[config.mk]
export PLATFORM = sky130hd
export DESIGN_NAME = cw_crypto_sequencer
export DESIGN_NICKNAME = d
export VERILOG_FILES = /design/src/rtl/cw_seq_pkg.sv /design/src/rtl/cw_seq_core_mux.sv /design/src/rtl/cw_crypto_sequencer.sv
export SDC_FILE = /design/constraint.sdc
export NUM_CORES = 1
export LEC_CHECK = 0
export ABC_AREA = 1
export CAP_MARGIN = 15
export CORE_AREA = 2 2 382 384
export CTS_CLUSTER_DIAMETER = 200
export DETAILED_ROUTE_END_ITERATION = 12
export DIE_AREA = 0 0 384 386
export DONT_BUFFER_PORTS = 1
export PLACE_DENSITY_LB_ADDON = 0.08
export SLEW_MARGIN = 0
export SYNTH_ARGS = -nofsm -noshare
export SYNTH_HDL_FRONTEND = slang
export SYNTH_HIERARCHICAL = 1
export SYNTH_SLANG_ARGS = --single-unit
[constraint.sdc]
create_clock -name crypto_clk -period 12.29 [get_ports crypto_clk]
set_input_delay 1.8435 -clock crypto_clk [delete_from_list [all_inputs] [get_ports crypto_clk]]
set_output_delay 1.8435 -clock crypto_clk [all_outputs]
set_load 0.01 [all_outputs]
[src/rtl/cw_seq_pkg.sv]
// rtl/cw_seq_pkg.sv - FSM states, watchdog limit and select-width helper for the crypto sequencer
package cw_seq_pkg;

  typedef enum logic [2:0] {
    S_IDLE  = 3'd0,
    S_LOAD  = 3'd1,
    S_WAITB = 3'd2,
    S_RUN   = 3'd3,
    S_CAPT  = 3'd4,
    S_DONE  = 3'd5
  } seq_state_e;

  // Edges allowed in WAITB without seeing busy before the batch is aborted.
  localparam int WAIT_BUSY_MAX = 3;

  // Width of a core index; a single core still gets a 1-bit select.
  function automatic int sel_width(input int n);
    return (n > 1) ? $clog2(n) : 1;
  endfunction

endpackage

[src/rtl/cw_seq_core_mux.sv]
// rtl/cw_seq_core_mux.sv - selects busy and ciphertext of the latched core index
module cw_seq_core_mux #(
  parameter int pNUM_CORES = 2,
  parameter int pCT_WIDTH  = 128,
  parameter int SW         = 1
) (
  input  logic [SW-1:0]                   sel,
  input  logic [pNUM_CORES-1:0]           core_busy,
  input  logic [pNUM_CORES*pCT_WIDTH-1:0] core_cipher,
  output logic                            busy,
  output logic [pCT_WIDTH-1:0]            cipher
);

  // An index with no matching core reads as idle with a zero ciphertext.
  always_comb begin
    busy   = 1'b0;
    cipher = '0;
    for (int k = 0; k < pNUM_CORES; k++) begin
      if (sel == SW'(k)) begin
        busy   = core_busy[k];
        cipher = core_cipher[k*pCT_WIDTH +: pCT_WIDTH];
      end
    end
  end

endmodule

[src/rtl/cw_crypto_sequencer.sv]
// rtl/cw_crypto_sequencer.sv - core select, batch, chaining and trigger sequencer (optional CW_SEQ_CYCLE_COUNTER_EN)
module cw_crypto_sequencer
  import cw_seq_pkg::*;
#(
  parameter int  pPT_WIDTH    = 128,
  parameter int  pCT_WIDTH    = 128,
  parameter int  pKEY_WIDTH   = 128,
  parameter int  pNUM_CORES   = 2,
  parameter int  pBATCH_WIDTH = 16,
  parameter int  pCNT_WIDTH   = 32,
  localparam int SW           = sel_width(pNUM_CORES)
) (
  input  logic                            crypto_clk,
  input  logic                            reset_i,
  input  logic                            I_start,
  input  logic [SW-1:0]                   I_core_sel,
  input  logic [pBATCH_WIDTH-1:0]         I_batch_count,
  input  logic                            I_chain,
  input  logic                            I_trig_per_op,
  input  logic [pPT_WIDTH-1:0]            I_textin,
  input  logic [pKEY_WIDTH-1:0]           I_key,
  output logic [pPT_WIDTH-1:0]            O_textout,
  output logic [pKEY_WIDTH-1:0]           O_keyout,
  output logic [pNUM_CORES-1:0]           O_core_start,
  input  logic [pNUM_CORES-1:0]           I_core_busy,
  input  logic [pNUM_CORES*pCT_WIDTH-1:0] I_core_cipher,
  output logic [pCT_WIDTH-1:0]            O_cipher,
  output logic                            O_busy,
  output logic                            O_done,
  output logic                            O_error,
  output logic                            O_trigger,
  output logic [pBATCH_WIDTH-1:0]         O_remaining,
  output logic [pCNT_WIDTH-1:0]           O_cycles
);

  localparam int                       WCW         = $clog2(WAIT_BUSY_MAX + 1);
  localparam logic [SW:0]              NUM_CORES_W = (SW+1)'(pNUM_CORES);
  localparam logic [pBATCH_WIDTH-1:0]  REM_ONE     = pBATCH_WIDTH'(1);

  seq_state_e              state_q, state_d;
  logic [SW-1:0]           sel_q;
  logic                    chain_q;
  logic                    trig_per_op_q;
  logic [WCW-1:0]          wait_cnt_q;

  logic                    accept;
  logic                    sel_bad;
  logic                    wd_expire;
  logic                    capture;
  logic                    relaunch;
  logic                    sel_oor;
  logic [SW-1:0]           launch_sel;
  logic                    trig_mode;
  logic [pNUM_CORES-1:0]   start_vec;
  logic [pBATCH_WIDTH-1:0] first_remaining;
  logic                    mux_busy;
  logic [pCT_WIDTH-1:0]    mux_cipher;

  cw_seq_core_mux #(
    .pNUM_CORES (pNUM_CORES),
    .pCT_WIDTH  (pCT_WIDTH),
    .SW         (SW)
  ) u_core_mux (
    .sel         (sel_q),
    .core_busy   (I_core_busy),
    .core_cipher (I_core_cipher),
    .busy        (mux_busy),
    .cipher      (mux_cipher)
  );

  // Configuration is not latched yet on the IDLE->LOAD edge, so use the live inputs there.
  assign sel_oor         = ({1'b0, I_core_sel} >= NUM_CORES_W);
  assign launch_sel      = (state_q == S_IDLE) ? I_core_sel : sel_q;
  assign trig_mode       = (state_q == S_IDLE) ? I_trig_per_op : trig_per_op_q;
  assign first_remaining = (I_batch_count == '0) ? '0 : I_batch_count - REM_ONE;

  // One-hot load pulse for whichever core is being launched.
  always_comb begin
    start_vec = '0;
    for (int k = 0; k < pNUM_CORES; k++) begin
      start_vec[k] = (launch_sel == SW'(k));
    end
  end

  // State register.
  always_ff @(posedge crypto_clk or posedge reset_i) begin
    if (reset_i) state_q <= S_IDLE;
    else         state_q <= state_d;
  end

  // Next-state decode plus the one-cycle strobes that steer the datapath.
  always_comb begin
    state_d   = state_q;
    accept    = 1'b0;
    sel_bad   = 1'b0;
    wd_expire = 1'b0;
    capture   = 1'b0;
    relaunch  = 1'b0;
    case (state_q)
      S_IDLE: begin
        if (I_start) begin
          if (sel_oor) begin
            sel_bad = 1'b1;
          end else begin
            accept  = 1'b1;
            state_d = S_LOAD;
          end
        end
      end
      S_LOAD:  state_d = S_WAITB;
      S_WAITB: begin
        if (wait_cnt_q == WCW'(WAIT_BUSY_MAX)) begin
          wd_expire = 1'b1;
          state_d   = S_DONE;
        end else if (mux_busy) begin
          state_d = S_RUN;
        end
      end
      S_RUN: begin
        if (!mux_busy) state_d = S_CAPT;
      end
      S_CAPT: begin
        capture = 1'b1;
        if (O_remaining != '0) begin
          relaunch = 1'b1;
          state_d  = S_LOAD;
        end else begin
          state_d = S_DONE;
        end
      end
      S_DONE:  state_d = S_IDLE;
      default: state_d = S_IDLE;
    endcase
  end

  // Batch configuration latched at start, and the busy-wait watchdog counter.
  always_ff @(posedge crypto_clk or posedge reset_i) begin
    if (reset_i) begin
      sel_q         <= '0;
      chain_q       <= 1'b0;
      trig_per_op_q <= 1'b0;
      wait_cnt_q    <= '0;
    end else begin
      if (accept) begin
        sel_q         <= I_core_sel;
        chain_q       <= I_chain;
        trig_per_op_q <= I_trig_per_op;
      end
      wait_cnt_q <= (state_q == S_WAITB && state_d == S_WAITB) ? wait_cnt_q + WCW'(1) : '0;
    end
  end

  // Text/key buses, captured ciphertext, remaining-op count and sticky error.
  always_ff @(posedge crypto_clk or posedge reset_i) begin
    if (reset_i) begin
      O_textout   <= '0;
      O_keyout    <= '0;
      O_cipher    <= '0;
      O_remaining <= '0;
      O_error     <= 1'b0;
    end else begin
      if (accept) begin
        O_textout   <= I_textin;
        O_keyout    <= I_key;
        O_remaining <= first_remaining;
      end else if (relaunch) begin
        if (chain_q) O_textout <= pPT_WIDTH'(mux_cipher);
        O_remaining <= (O_remaining != '0) ? O_remaining - REM_ONE : '0;
      end
      if (capture) O_cipher <= mux_cipher;
      if (accept)                      O_error <= 1'b0;
      else if (sel_bad || wd_expire)   O_error <= 1'b1;
    end
  end

  // Status and strobe outputs registered from the next state so they line up with it.
  always_ff @(posedge crypto_clk or posedge reset_i) begin
    if (reset_i) begin
      O_core_start <= '0;
      O_busy       <= 1'b0;
      O_done       <= 1'b0;
      O_trigger    <= 1'b0;
    end else begin
      O_core_start <= (state_d == S_LOAD) ? start_vec : '0;
      O_busy       <= (state_d != S_IDLE);
      O_done       <= (state_d == S_DONE);
      O_trigger    <= (state_d == S_LOAD) || (state_d == S_WAITB) || (state_d == S_RUN) ||
                      (!trig_mode && state_d == S_CAPT);
    end
  end

`ifdef CW_SEQ_CYCLE_COUNTER_EN
  logic [pCNT_WIDTH-1:0] cycles_q;

  // Saturating count of busy cycles, restarted by each accepted start.
  always_ff @(posedge crypto_clk or posedge reset_i) begin
    if (reset_i)                               cycles_q <= '0;
    else if (accept)                           cycles_q <= '0;
    else if (O_busy && (cycles_q != '1))       cycles_q <= cycles_q + pCNT_WIDTH'(1);
  end

  assign O_cycles = cycles_q;
`else
  assign O_cycles = '0;
`endif

endmodule

# Word level (Yosys, flattened, before mapping)
# Cells that the tools add are included.
# word_totals
elab_cells	70
output_inout_bits	438
input_bits	536
reg_bits	414
# classes
addsub	3
bitwise	1
n_eq_ne	10
reduce_logical	14
n_mux	28
# ops
op	count
128-bit 2-to-1 mux	4
16-bit 2-to-1 mux	4
16-bit by 1-bit subtractor with 16-bit output (second input constant)	2
16-bit zero test	1
16-bit nonzero test	1
3-bit 2-to-1 mux	5
3-bit case mux with 5 select lines	1
3-bit by 2-bit equality test with 1-bit output (second input constant)	4
1-bit 2-to-1 mux	12
3-bit equality test (second input constant)	3
3-bit by 1-bit equality test with 1-bit output (second input constant)	2
2-bit nonzero test	3
2-bit 2-to-1 mux	2
3-bit zero test	1
1-bit logical OR	3
3-bit nonzero test	1
2-bit by 1-bit adder with 2-bit output (second input constant)	1
2-bit equality test (second input constant)	1
1-bit logical AND	2
2-bit AND reduction	1
1-bit zero test	1
1-bit inverter	1

# Depth between registers and ports, before layout
# Gate-level depths: netlist of the first run.
# depth
depth_word	8
ltp_mapped	12
depth_no_buf	11

# By module
# The synthesis of the first run kept the hierarchy.
# by_module_without_submodules
module	instances	area_per_inst_um2	seq_area_each_um2	cells_each
cw_crypto_sequencer	1	18634.1	10359.9	2152
cw_seq_core_mux	1	1600.3	0.0	416

# Worst setup path before layout of the first run
# OpenSTA, ideal clock, no wires.
# synth_timing
kind	input to register
start	in I_batch_count[0]
end	reg O_remaining[7]
required_ns	12.173
arrival_time_ns	2.793
n_path_buf	1
stages	12
setup_time_ns	0.117
path_slack_ns	9.380
cell_sequence	inv_1 ha_1 inv_1 nor2_1 nand4_1 nor2_1 nor2_1 buf_2 nand2_1 o21ai_0 nand2_1 nand2_1
# synth_via
elab_chain_cells	3
elab_cells_between_ends	4
classes_between	add/sub: 1; mux: 2; reduce/logical: 1
# synth_lines
element	line	rtl
start: declaration	cw_crypto_sequencer.sv:17	input logic [pBATCH_WIDTH-1:0] I_batch_count,
16-bit by 1-bit subtractor with 16-bit output / 16-bit zero test (equally long branches)	cw_crypto_sequencer.sv:75	assign first_remaining = (I_batch_count == '0) ? '0 : I_batch_count - REM_ONE;
16-bit 2-to-1 mux *	cw_crypto_sequencer.sv:75	
16-bit 2-to-1 mux *	cw_crypto_sequencer.sv:162	if (accept) begin
end signal: assignment	cw_crypto_sequencer.sv:165	O_remaining <= first_remaining;
end signal: assignment	cw_crypto_sequencer.sv:168	O_remaining <= (O_remaining != '0) ? O_remaining - REM_ONE : '0;
end: declaration	cw_crypto_sequencer.sv:32	output logic [pBATCH_WIDTH-1:0] O_remaining,
# Mark *: on every way between the ends. The rest lies on a longest branch, timed or not.
# A chain may end at the register's enable or synchronous reset.

# Worst setup path in the final report of the first run
# layout_timing
start	in I_start
end	reg O_textout[123]
# layout_via
elab_chain_cells	4
elab_cells_between_ends	6
classes_between	mux: 3; reduce/logical: 3
# layout_lines
element	line	rtl
start: declaration	cw_crypto_sequencer.sv:15	input logic I_start,
1-bit 2-to-1 mux *	cw_crypto_sequencer.sv:101	if (I_start) begin
1-bit 2-to-1 mux *	cw_crypto_sequencer.sv:99	case (state_q)
2-bit nonzero test (no line)	n/a	
2-bit AND reduction (no line)	n/a	
end signal: assignment	cw_crypto_sequencer.sv:163	O_textout <= I_textin;
end signal: assignment	cw_crypto_sequencer.sv:167	if (chain_q) O_textout <= pPT_WIDTH'(mux_cipher);
end: declaration	cw_crypto_sequencer.sv:22	output logic [pPT_WIDTH-1:0] O_textout,
# Marks and branches as above.

==> key figures, run 1 <==
Timing
  • Max Transition Viols Final: 0
  • Clock skew: 0.0390 ns
  • Setup tns final: 0 ns
  • Final setup fails: 0
  • Part of the cycle the worst path needs: 0.417
  • Fmax: a little under 0.2 GHz
  • Hold Fails Final Rpt: 0
  • RSZ-0062 raised after global routing: false
  • Slew margin rel.: 0.178
  • Worst Tran Pin Value: 1.23 ns
  • Minimum clock period: 5.12 ns

Routing
  • Met3 wire len: ~12000 um
  • Vias: 16500
  • Final ANT Viol Nets: 0
  • DRC violation total after the first TritonRoute iteration: 732
  • Vias per cell: roughly 3.7
  • 1st-pass router iterations: 5
  • M1 WL: between 30000 and 40000 um
  • WL per Instance: 22.9 um
  • Drc violations: 0
  • Highest routed layer: met5
  • Final WL: 102000 um
  • Met2 Wirelength: 50900 um

Finish
  • Final core utilization: 0.165
  • Area Growth Syn to Fin: 17.8%
  • Layout fillers: 16500
  • Final #Nets: between 3000 and 4000
  • Non-filler instance count after layout: around 4500
  • Share of cells above drive strength 1: 0.114

Floorplanning
  • Starting Density: 0.140
  • Core ar.: between 100000 and 150000 sq um
  • Die area: 148000 sq um
  • # rows: 140
  • Die extent in y: 386 um
  • Die Wd: 384 um
  • I/O pins: 974

Worst setup path
  • Crit Path Max Fanout: 80
  • CP Class: input port to register
  • Worst Reg-to-Reg Cells: 9
  • Worst Path Required: roughly 13 ns
  • Startpoint types: input port
  • WP data arrival: around 5.7 ns
  • Crit path capture type: register

GRT
  • GRT Util Overall: 0.131
  • Global route total overflow: 0
  • Vias in the first global route: ~17000
  • Largest net degree at the start of global routing: 150
  • Initial antenna violation count: 30
  • First-pass GRT wire length: 138000 um

Power and ir drop
  • Power Density: 302 nW/um^2
  • Overall power: 0.00719 W
  • Leak pwr: between 10 and 15 nW
  • Worst-case vdd ir drop: between 0.0001 and 0.00015 V

Logic synthesis
  • Seq cells post-synth: just over 400
  • Syn Inst Count: 2568
  • Yosys cell types: 35
  • Post-synthesis xor/xnor area fraction: 0.00433
  • Compound-gate portion of the synthesized area: 0.113
  • Avg Cell Area, Syn: 7.88 sq um
  • Largest family of logic cells by synthesized area: simple AND/OR/NAND/NOR gates
  • Yosys warnings: 6
  • Post-synth ARST share: 1.00
  • Mux cell area share after synthesis: 0.00495
  • Post-synthesis sequential area ratio: 0.512
  • Post-Synth Simple-Gate Area: 0.276
  • EDFF count, synth: 0
  • Post-synthesis instance area: 20200 sq um
  • Adder-Cell Fraction of Synth Area: 0.00309
  • Top FF cell, synth: dfrtp_1

Outcome
  • Status: completed

Clocking
  • Hold buffer count at CTS: 0
  • Clk buf depth: 3
  • CTS tree: yes
  • CTS Buf Count: 59
  • Root Buffer: clkbuf_16
  • CTS clk-pin slew, worst paths: 0.05 ns
  • Sink Count: 414
  • Clk Latency, worst-skew pair: around 0.65 ns
  • Post-CTS setup buffer count: 0
  • Post-CTS Resized: 0
  • H-tree lvl count: 2

Hold path
  • Hold Path Stages: 1
  • HP Class: register to register

Placed design
  • Gpl congestion: 0.863
  • Post-detail-place hpwl: 77800 um
  • DP Cell Count: 4356
  • Port Buffer Count: 0

Run
  • Maxcap violations: 0
==> area by class of cell <==
| type | instances | area, sq um | area share |
|---|---|---|---|
| clock buffers | 86 | 1750 | 0.0733 |
| clock inverters | 21 | 231 | 0.00971 |
| multi-input cells | 1846 | 8250 | 0.346 |
| flip-flops and latches | 414 | 10400 | 0.435 |
| diodes | 12 | 30.0 | 0.00126 |
| repair buffers | 20 | 188 | 0.00788 |
| inverters | 160 | 619 | 0.0260 |
| well taps | 1917 | 2400 | 0.101 |
==> power breakdown <==
| part | switching [W] | internal [W] | leakage (nW) |
|---|---|---|---|
| clock | 0.000709 | 0.00106 | 0.974 |
| combinational | 0.00157 | 0.000690 | 5.74 |
| sequential | 0.00113 | 0.00202 | 5.10 |
==> metal layers <==
layer	track usage	vias up
li1	-	7822
met1	0.143	7734
met2	0.231	742
met3	0.0616	138
met4	0.0296	38
met5	0	-
==> critical path, cell delays in order <==
cell     delay [ns]
nand3_4        0.43
inv_4          0.44
or2_1          0.42
nand2_8        0.44
buf_4          0.76
buf_4          0.85
nand2_1        0.11
o21ai_0        0.11
==> cells in the mapped netlist, types with 8 or more instances <==
| master | number | area, sq um |
|---|---|---|
| nand2_1 | 1192 | 4470 |
| dfrtp_1 | 414 | 10400 |
| o21ai_0 | 255 | 1280 |
| inv_1 | 156 | 586 |
| o21ai_2 | 80 | 701 |
| nand2_2 | 72 | 450 |
| nor2_1 | 64 | 240 |
| buf_2 | 61 | 305 |
| clkbuf_1 | 51 | 191 |
| buf_4 | 43 | 323 |
| o21ai_1 | 42 | 210 |
| nand3_1 | 41 | 205 |
| buf_6 | 13 | 146 |
| mux2i_1 | 10 | 100 |
| buf_12 | 9 | 180 |
| nand4_1 | 9 | 56.3 |
| a21oi_1 | 8 | 40.0 |
==> metrics by stage <==
stage | instance area [sq um] | hold WS, ns | setup slack (ns)
after detailed placement | 21800 | 0.446 | 6.39
after CTS | 23800 | 0.456 | 7.10
after global placement | 21800 | 0.436 | 6.34
final | 23800 | 0.447 | 7.17
after floorplan | 20400 | 0.419 | 4.86
after global routing | 23800 | 0.469 | 6.80
==> kinds of logic after synthesis <==
kind of cell,count (synthesis)
buffers and inverters,339
AOI/OAI and AO/OA,392
other,1
xor gates and xnor gates,10
and+or+nand+nor,1397
adders and majority gates,5
DFF,414
muxes,10
==> flip-flops by register name, indices dropped and copies added, names as in the netlist <==
signal and cells:
O_busy 1, O_cipher 128, O_core_start 2, O_done 1, O_error 1, O_keyout 128, O_remaining 16, O_textout 128
O_trigger 1, chain_q 1, sel_q 1, state_q 3, trig_per_op_q 1, wait_cnt_q 2
==> final timing paths <==
check,start,to,slack [ns]
max reg2reg,state_q[2],O_textout[123],7.87
min,wait_cnt_q[0],wait_cnt_q[0],0.45
max in group asynchronous,reset_i,O_textout[33],9.04
min reg2reg,wait_cnt_q[0],wait_cnt_q[0],0.45
min in group asynchronous,reset_i,O_textout[120],1.06
max,I_start,O_textout[123],7.17
==> cells in the final DEF (no fill, tap or decap), drive strengths merged, types with 2 or more instances in the layout <==
| master | instances |
|---|---|
| buf | 20 |
| diode | 12 |
| clkinvlp | 4 |
| a21oi | 8 |
| bufinv | 4 |
| clkinv | 13 |
| a21o | 2 |
| or2 | 2 |
| xor2 | 6 |
| clkbuf | 86 |
| ha | 5 |
| nand3 | 42 |
| mux2i | 10 |
| nand2 | 1268 |
| dfrtp | 414 |
| nor2 | 72 |
| o21ai | 377 |
| xnor2 | 4 |
| o21a | 3 |
| inv | 160 |
| nand4 | 9 |
| conb | 32 |
| nor3 | 3 |
(Power assumes the default switching activity.)
==> run 2, diff against run 1 <==
Settings changed: ABC_AREA 1 to 0, CORE_AREA 2 2 382 384 to 2 2 376 378, DIE_AREA 0 0 384 386 to 0 0 378 380.
Clock period 12.29 ns to 5.12 ns, I/O delays scaled along.
==> run 2 against run 1 <==
Against the previous run: via count down 14%; count of clock-buffer cells in the layout is 4 higher; routed wire length decreased by 12%; design area down 2.1%; core utilization up 0.27 points; combinational power increased by 89%; flip-flop and latch count stayed put; critical path depth decreased by 3; clock skew is 0.018 ns lower; clock power grew 130%; sequential power up 140%.
==> key figures, run 2 <==
Clocking
  • Post-CTS Resized: 0
  • CTS tree: yes
  • Root Buffer: clkbuf_16
  • Clk buf depth: 3
  • Post-CTS setup buffer count: 0
  • H-tree lvl count: 2
  • CTS clk-pin slew, worst paths: about 0.060 ns
  • CTS Buf Count: 57
  • Clk Latency, worst-skew pair: 0.64 ns
  • Sink Count: between 400 and 500
  • Hold buffer count at CTS: 0

Finish
  • Final #Nets: roughly 2600
  • Non-filler instance count after layout: between 3000 and 4000
  • Commonest non-fill, non-tap cells in the layout: 888 x nand2_1, 413 x dfrtp_1, 133 x mux2i_1
  • Reg area: ~10000 sq um
  • Commonest non-fill, non-tap cell in the layout: nand2_1
  • Share of cells above drive strength 1: 0.162
  • Top Registers: O_cipher x128, O_keyout x128, O_textout x128
  • Area Growth Syn to Fin: 19.1%
  • Post-route cell area: about 23000 sq um
  • Area of the multi-input gates: 8350 sq um
  • Layout fillers: 15700

Power and ir drop
  • Worst-case vdd ir drop: 0.000276 V
  • Leak pwr: 10.4 nW
  • Power Density: 680 nW/um^2

Logic synthesis
  • Yosys warnings: 6
  • Most frequent cell after synthesis: nand2_1
  • Synth area leaders: dfrtp_1 53%, nand2_1 17%, mux2_2 7.5%
  • Syn Inst Count: around 2100
  • Post-synthesis instance area: 19600 sq um
  • Post-synth top area cell: dfrtp_1
  • Yosys cell types: 57
  • Top FF cell, synth: dfrtp_1
  • Synth top cells by count: 888 x nand2_1, 414 x dfrtp_1, 133 x mux2i_1, 130 x mux2_2, 91 x o21ai_0
  • Post-synth ARST share: 1.00
  • EDFF count, synth: 0
  • Share of the synthesized area in the top cell type: 0.529
  • Avg Cell Area, Syn: 9.54 sq um
  • Post-synthesis sequential area ratio: 0.529
  • Seq cells post-synth: 414

Timing
  • Final setup fails: 0
  • Hold Slack: roughly 0.14 ns
  • Slew margin rel.: 0.217
  • Fmax: 0.316 GHz
  • Part of the cycle the worst path needs: 0.618
  • Hold Fails Final Rpt: 0
  • Minimum clock period: 3.17 ns
  • Worst Tran Pin Value: around 1.2 ns
  • Max Transition Viols Final: 0
  • Clock skew: 0.0212 ns
  • RSZ-0062 raised after global routing: false

Routing
  • Drc violations: 0
  • Vias per cell: roughly 3.6
  • 1st-pass router iterations: 5
  • DRC violation total after the first TritonRoute iteration: 619
  • Vias: between 10000 and 15000
  • Final WL: 90400 um
  • WL per Instance: between 20 and 25 um
  • Final ANT Viol Nets: 0

Floorplanning
  • Core ar.: 139000 sq um
  • I/O pins: ~970
  • Die area: roughly 140000 sq um
  • Die extent in y: 380 um
  • Die Wd: 378 um
  • Starting Density: 0.141
  • # rows: 137

GRT
  • Global route total overflow: 0
  • Vias in the first global route: 15300
  • First-pass GRT wire length: 125000 um
  • GR met2 Demand/Resource: 0.228
  • Met3 Usage GRT: 0.0418
  • GRT Util Overall: 0.121
  • Grt met1 use: 0.126
  • GR peak layer: met2
  • Initial antenna violation count: 12
  • Largest net degree at the start of global routing: 138

Worst setup path
  • WP data arrival: 3.65 ns
  • RR Endpoint: O_textout[54]
  • Worst r2r src: O_remaining[6]
  • Worst Path Required: 5.60 ns
  • CP Class: register to register
  • Crit Path Max Fanout: 66
  • Startpoint types: register
  • R2R Setup Slk: 1.95 ns
  • Worst Reg-to-Reg Cells: 5
  • Crit path capture type: register

Hold path
  • HP Class: input port to asynchronous set/reset pin

Placed design
  • Post-detail-place hpwl: just under 70000 um
  • Placed cell area: 21500 sq um
  • Gpl congestion: 0.778
  • DP Cell Count: 3834
  • Port Buffer Count: 0

Run
  • Maxcap violations: 0

Outcome
  • Status: completed
-- run 2: changes by cell type after synthesis, sizes merged, moves of 8 or more --
cell,before,now
nand2,1268,924
o22ai,0,8
o21ai,377,132
nor4,0,8
nand3,42,12
buf,128,103
nor2,72,29
inv,160,6
mux2,0,130
mux2i,10,133
nor3,3,13
-- run 2: worst max-delay path, cell delays in order, from the launching register on --
cell and delay [ns]:
dfrtp_1 0.58, nor4_4 0.65, nand4_2 0.22, a31oi_4 0.53
buf_4 0.71, o21ai_0 0.21
-- run 2: area by class of cell --
cell class	count	area share
Tap cell	1876	0.101
Sequential cell	414	0.444
Clock buffer	90	0.0742
Inverter	6	0.00113
Multi-Input combinational cell	1508	0.358
Antenna cell	5	0.000536
Timing Repair Buffer	30	0.0166
Clock inverter	13	0.00456
-- run 2: stage by stage --
| stage | setup TNS, ns | util | setup slack, ns | total power (W) |
|---|---|---|---|---|
| global placement | 0 | 0.154 | 1.86 | 0.0121 |
| CTS | 0 | 0.168 | 1.82 | 0.0163 |
| global route | 0 | 0.168 | 1.60 | 0.0171 |
| detailed placement | 0 | 0.154 | 1.78 | 0.0122 |
| floorplan | -509.05 | - | -1.23 | 0.0101 |
| finish | 0 | 0.168 | 1.95 | 0.0159 |
-- run 2: worst max-delay path by stage --
stage | from | endpoint | slack, ns | cells after the start
after floorplan | reset_i | O_busy | -1.23 | 1
after global placement | I_start | O_textout[8] | 1.86 | 5
after detailed placement | I_start | O_textout[8] | 1.78 | 5
after CTS | O_remaining[6] | O_textout[121] | 1.82 | 5
after global routing | O_remaining[6] | O_textout[88] | 1.60 | 5
final | O_remaining[6] | O_textout[54] | 1.95 | 5
-- run 2: power breakdown --
| part | switching [W] | leakage [nW] | internal, W |
|---|---|---|---|
| clock | 0.00166 | 0.905 | 0.00235 |
| sequential | 0.00272 | 5.08 | 0.00485 |
| combinational | 0.00258 | 4.38 | 0.00170 |
-- run 2: logic make-up (layout without fill, tap and decap cells) --
| kind of cell | Yosys count | count (layout) | synth area share |
|---|---|---|---|
| AND/OR/NAND/NOR | 1019 | 1019 | 0.210 |
| flip-flops | 414 | 414 | 0.529 |
| multiplexers | 263 | 263 | 0.143 |
| AO/OA/AOI/OAI | 174 | 174 | 0.0572 |
| buffers and inverters | 162 | 139 | 0.0512 |
| XOR/XNOR | 15 | 15 | 0.00671 |
| adder cells (fa/ha/maj) | 5 | 5 | 0.00319 |
| other | 1 | 37 | 0.000191 |
-- run 2: layer usage --
layer	vias to the layer above	wire, um
li1	6573	-
met1	6954	31900
met2	550	48800
met3	107	7780
met4	6	1870
met5	-	34
==> run 3, diff against run 2 <==
Clock period 5.12 ns to 2.97 ns, I/O delays scaled along.
==> run 3 against run 2 <==
Against the previous run: core utilization up 1.9 points; clock power increased by 72%; via count rose by 6.6%; die area unchanged; worst setup slack worse by 1.5 ns; worst hold slack got worse by 0.092 ns; design area rose by 12%; first-iteration DRC count increased by 2.6%; register-to-register slack worse by 1.5 ns.
==> key figures, run 3 (synthesized netlist as in run 2, its figures left out) <==
Worst setup path
  • Critical-path cell list: buf_12 > mux2_2 > mux2i_1 > buf_4 > o21ai_2
  • CP bufs+invs: 2
  • WP data arrival: 3.09 ns
  • Worst Path Required: 3.50 ns
  • Crit Path Max Fanout: between 100 and 150
  • Crit path capture type: register
  • Startpoint types: register
  • Worst path slowest cell: dfrtp_4
  • Worst path max stage delay: 0.56 ns
  • CP Class: register to register
  • CP delay by family, top: multiplexers

Clocking
  • Root Buffer: clkbuf_16
  • Clk buf depth: 3
  • H-tree lvl count: 2
  • CTS Buf Count: 56
  • Post-CTS Resized: 0
  • CTS tree: yes
  • Clk Latency, worst-skew pair: 0.63 ns
  • Sink Count: 414
  • CTS clk-pin slew, worst paths: 0.06 ns
  • Hold buffer count at CTS: 228
  • Post-CTS setup buffer count: 0

Finish
  • Area of the multi-input gates: 8350 sq um
  • Post-route cell area: 26000 sq um
  • Final core utilization: 0.187
  • Share of cells above drive strength 1: 0.162
  • Final #Nets: 2830
  • Reg area: 10400 sq um
  • Layout fillers: 15600
  • Area Growth Syn to Fin: 32.9%
  • Commonest non-fill, non-tap cells in the layout: 888 x nand2_1, 413 x dfrtp_1, 228 x dlygate4sd3_1
  • Commonest non-fill, non-tap cell in the layout: nand2_1
  • Top Registers: O_cipher x128, O_keyout x128, O_textout x128

Routing
  • 1st-pass router iterations: 4
  • DRC violation total after the first TritonRoute iteration: 635
  • Final ANT Viol Nets: 0
  • Final WL: 90800 um
  • Vias: around 15000
  • Drc violations: 0
  • WL per Instance: 21.5 um
  • Vias per cell: 3.59

Timing
  • Worst Tran Pin Value: roughly 0.86 ns
  • Hold Fails Final Rpt: 0
  • Minimum clock period: 2.56 ns
  • Fmax: a little under 0.4 GHz
  • Clock skew: 0.0250 ns
  • Part of the cycle the worst path needs: 0.862
  • Max Transition Viols Final: 0
  • Final setup fails: 0
  • Hold Slack: slightly above 0.05 ns
  • Slew margin rel.: 0.427
  • RSZ-0062 raised after global routing: false
  • Setup tns final: 0 ns

Power and ir drop
  • Worst-case vdd ir drop: 0.000444 V
  • Power Density: 1080 nW/um^2
  • Leak pwr: approximately 12 nW

Run
  • Maxcap violations: 0

Floorplanning
  • Die extent in y: 380 um
  • Die area: 144000 sq um
  • I/O pins: a little under 1000
  • Starting Density: 0.141
  • # rows: 137
  • Die Wd: 378 um
  • Core ar.: 139000 sq um

Placed design
  • Gpl congestion: 0.781
  • Placed cell area: 21900 sq um
  • Post-detail-place hpwl: 70600 um
  • Port Buffer Count: 0

GRT
  • GRT Util Overall: 0.122
  • Vias in the first global route: 16500
  • Global route total overflow: 0
  • First-pass GRT wire length: 126000 um
  • Largest net degree at the start of global routing: 121
  • Initial antenna violation count: 10

Hold path
  • HP Class: input port to register

Outcome
  • Status: completed
-- run 3: cell type report --
cell class / count / share of cell area
Sequential cell: 414 / 0.398
Multi-Input combinational cell: 1508 / 0.321
Timing Repair Buffer: 303 / 0.118
Tap cell: 1876 / 0.0902
Clock buffer: 86 / 0.0643
Inverter: 6 / 0.00101
Antenna cell: 3 / 0.000288
Clock inverter: 16 / 0.00678
-- run 3: where the power goes --
group          total [W]  switching [W]  internal [W]
Clock            0.00689        0.00278       0.00411
Combinational    0.00845        0.00497       0.00347
Sequential        0.0128        0.00439       0.00837
-- run 3: routing by layer --
metal	vias to the layer above	wire length (um)	track usage	part of all wire
li1	7119	-	-	-
met3	130	6820	0.0368	0.075
met1	7304	33300	0.130	0.37
met5	-	32	0	0.00035
met4	6	2890	0.0395	0.032
met2	574	47700	0.226	0.53
-- run 3: through the flow --
step | power, W | worst slack (ns) | std cells
floorplan | 0.0174 | -3.06 | 2084
global placement | 0.0214 | 0.444 | 3879
detailed placement | 0.0215 | 0.412 | 3879
CTS | 0.0290 | 0.396 | 4209
global route | 0.0303 | 0.266 | 4211
finish | 0.0281 | 0.409 | 4212
-- run 3: worst reg2reg max path, stage by stage, from the launching register on --
cell and delay [ns]:
dfrtp_4 0.56, buf_12 0.44, mux2_2 0.68, mux2i_1 0.51, buf_4 0.23, o21ai_2 0.05
-- run 3: path summary, 6_finish.rpt --
check / startpoint / end / slack, ns / depth (start not counted)
max in group asynchronous: reset_i / O_textout[21] / 1.43 / 4
hold / removal: I_textin[36] / O_textout[36] / 0.05 / 2
setup reg to reg: sel_q / O_textout[8] / 0.41 / 5
hold reg to reg: wait_cnt_q[0] / wait_cnt_q[0] / 0.44 / 1
min in group asynchronous: reset_i / O_cipher[8] / 0.34 / 2
setup / recovery: sel_q / O_textout[8] / 0.41 / 5
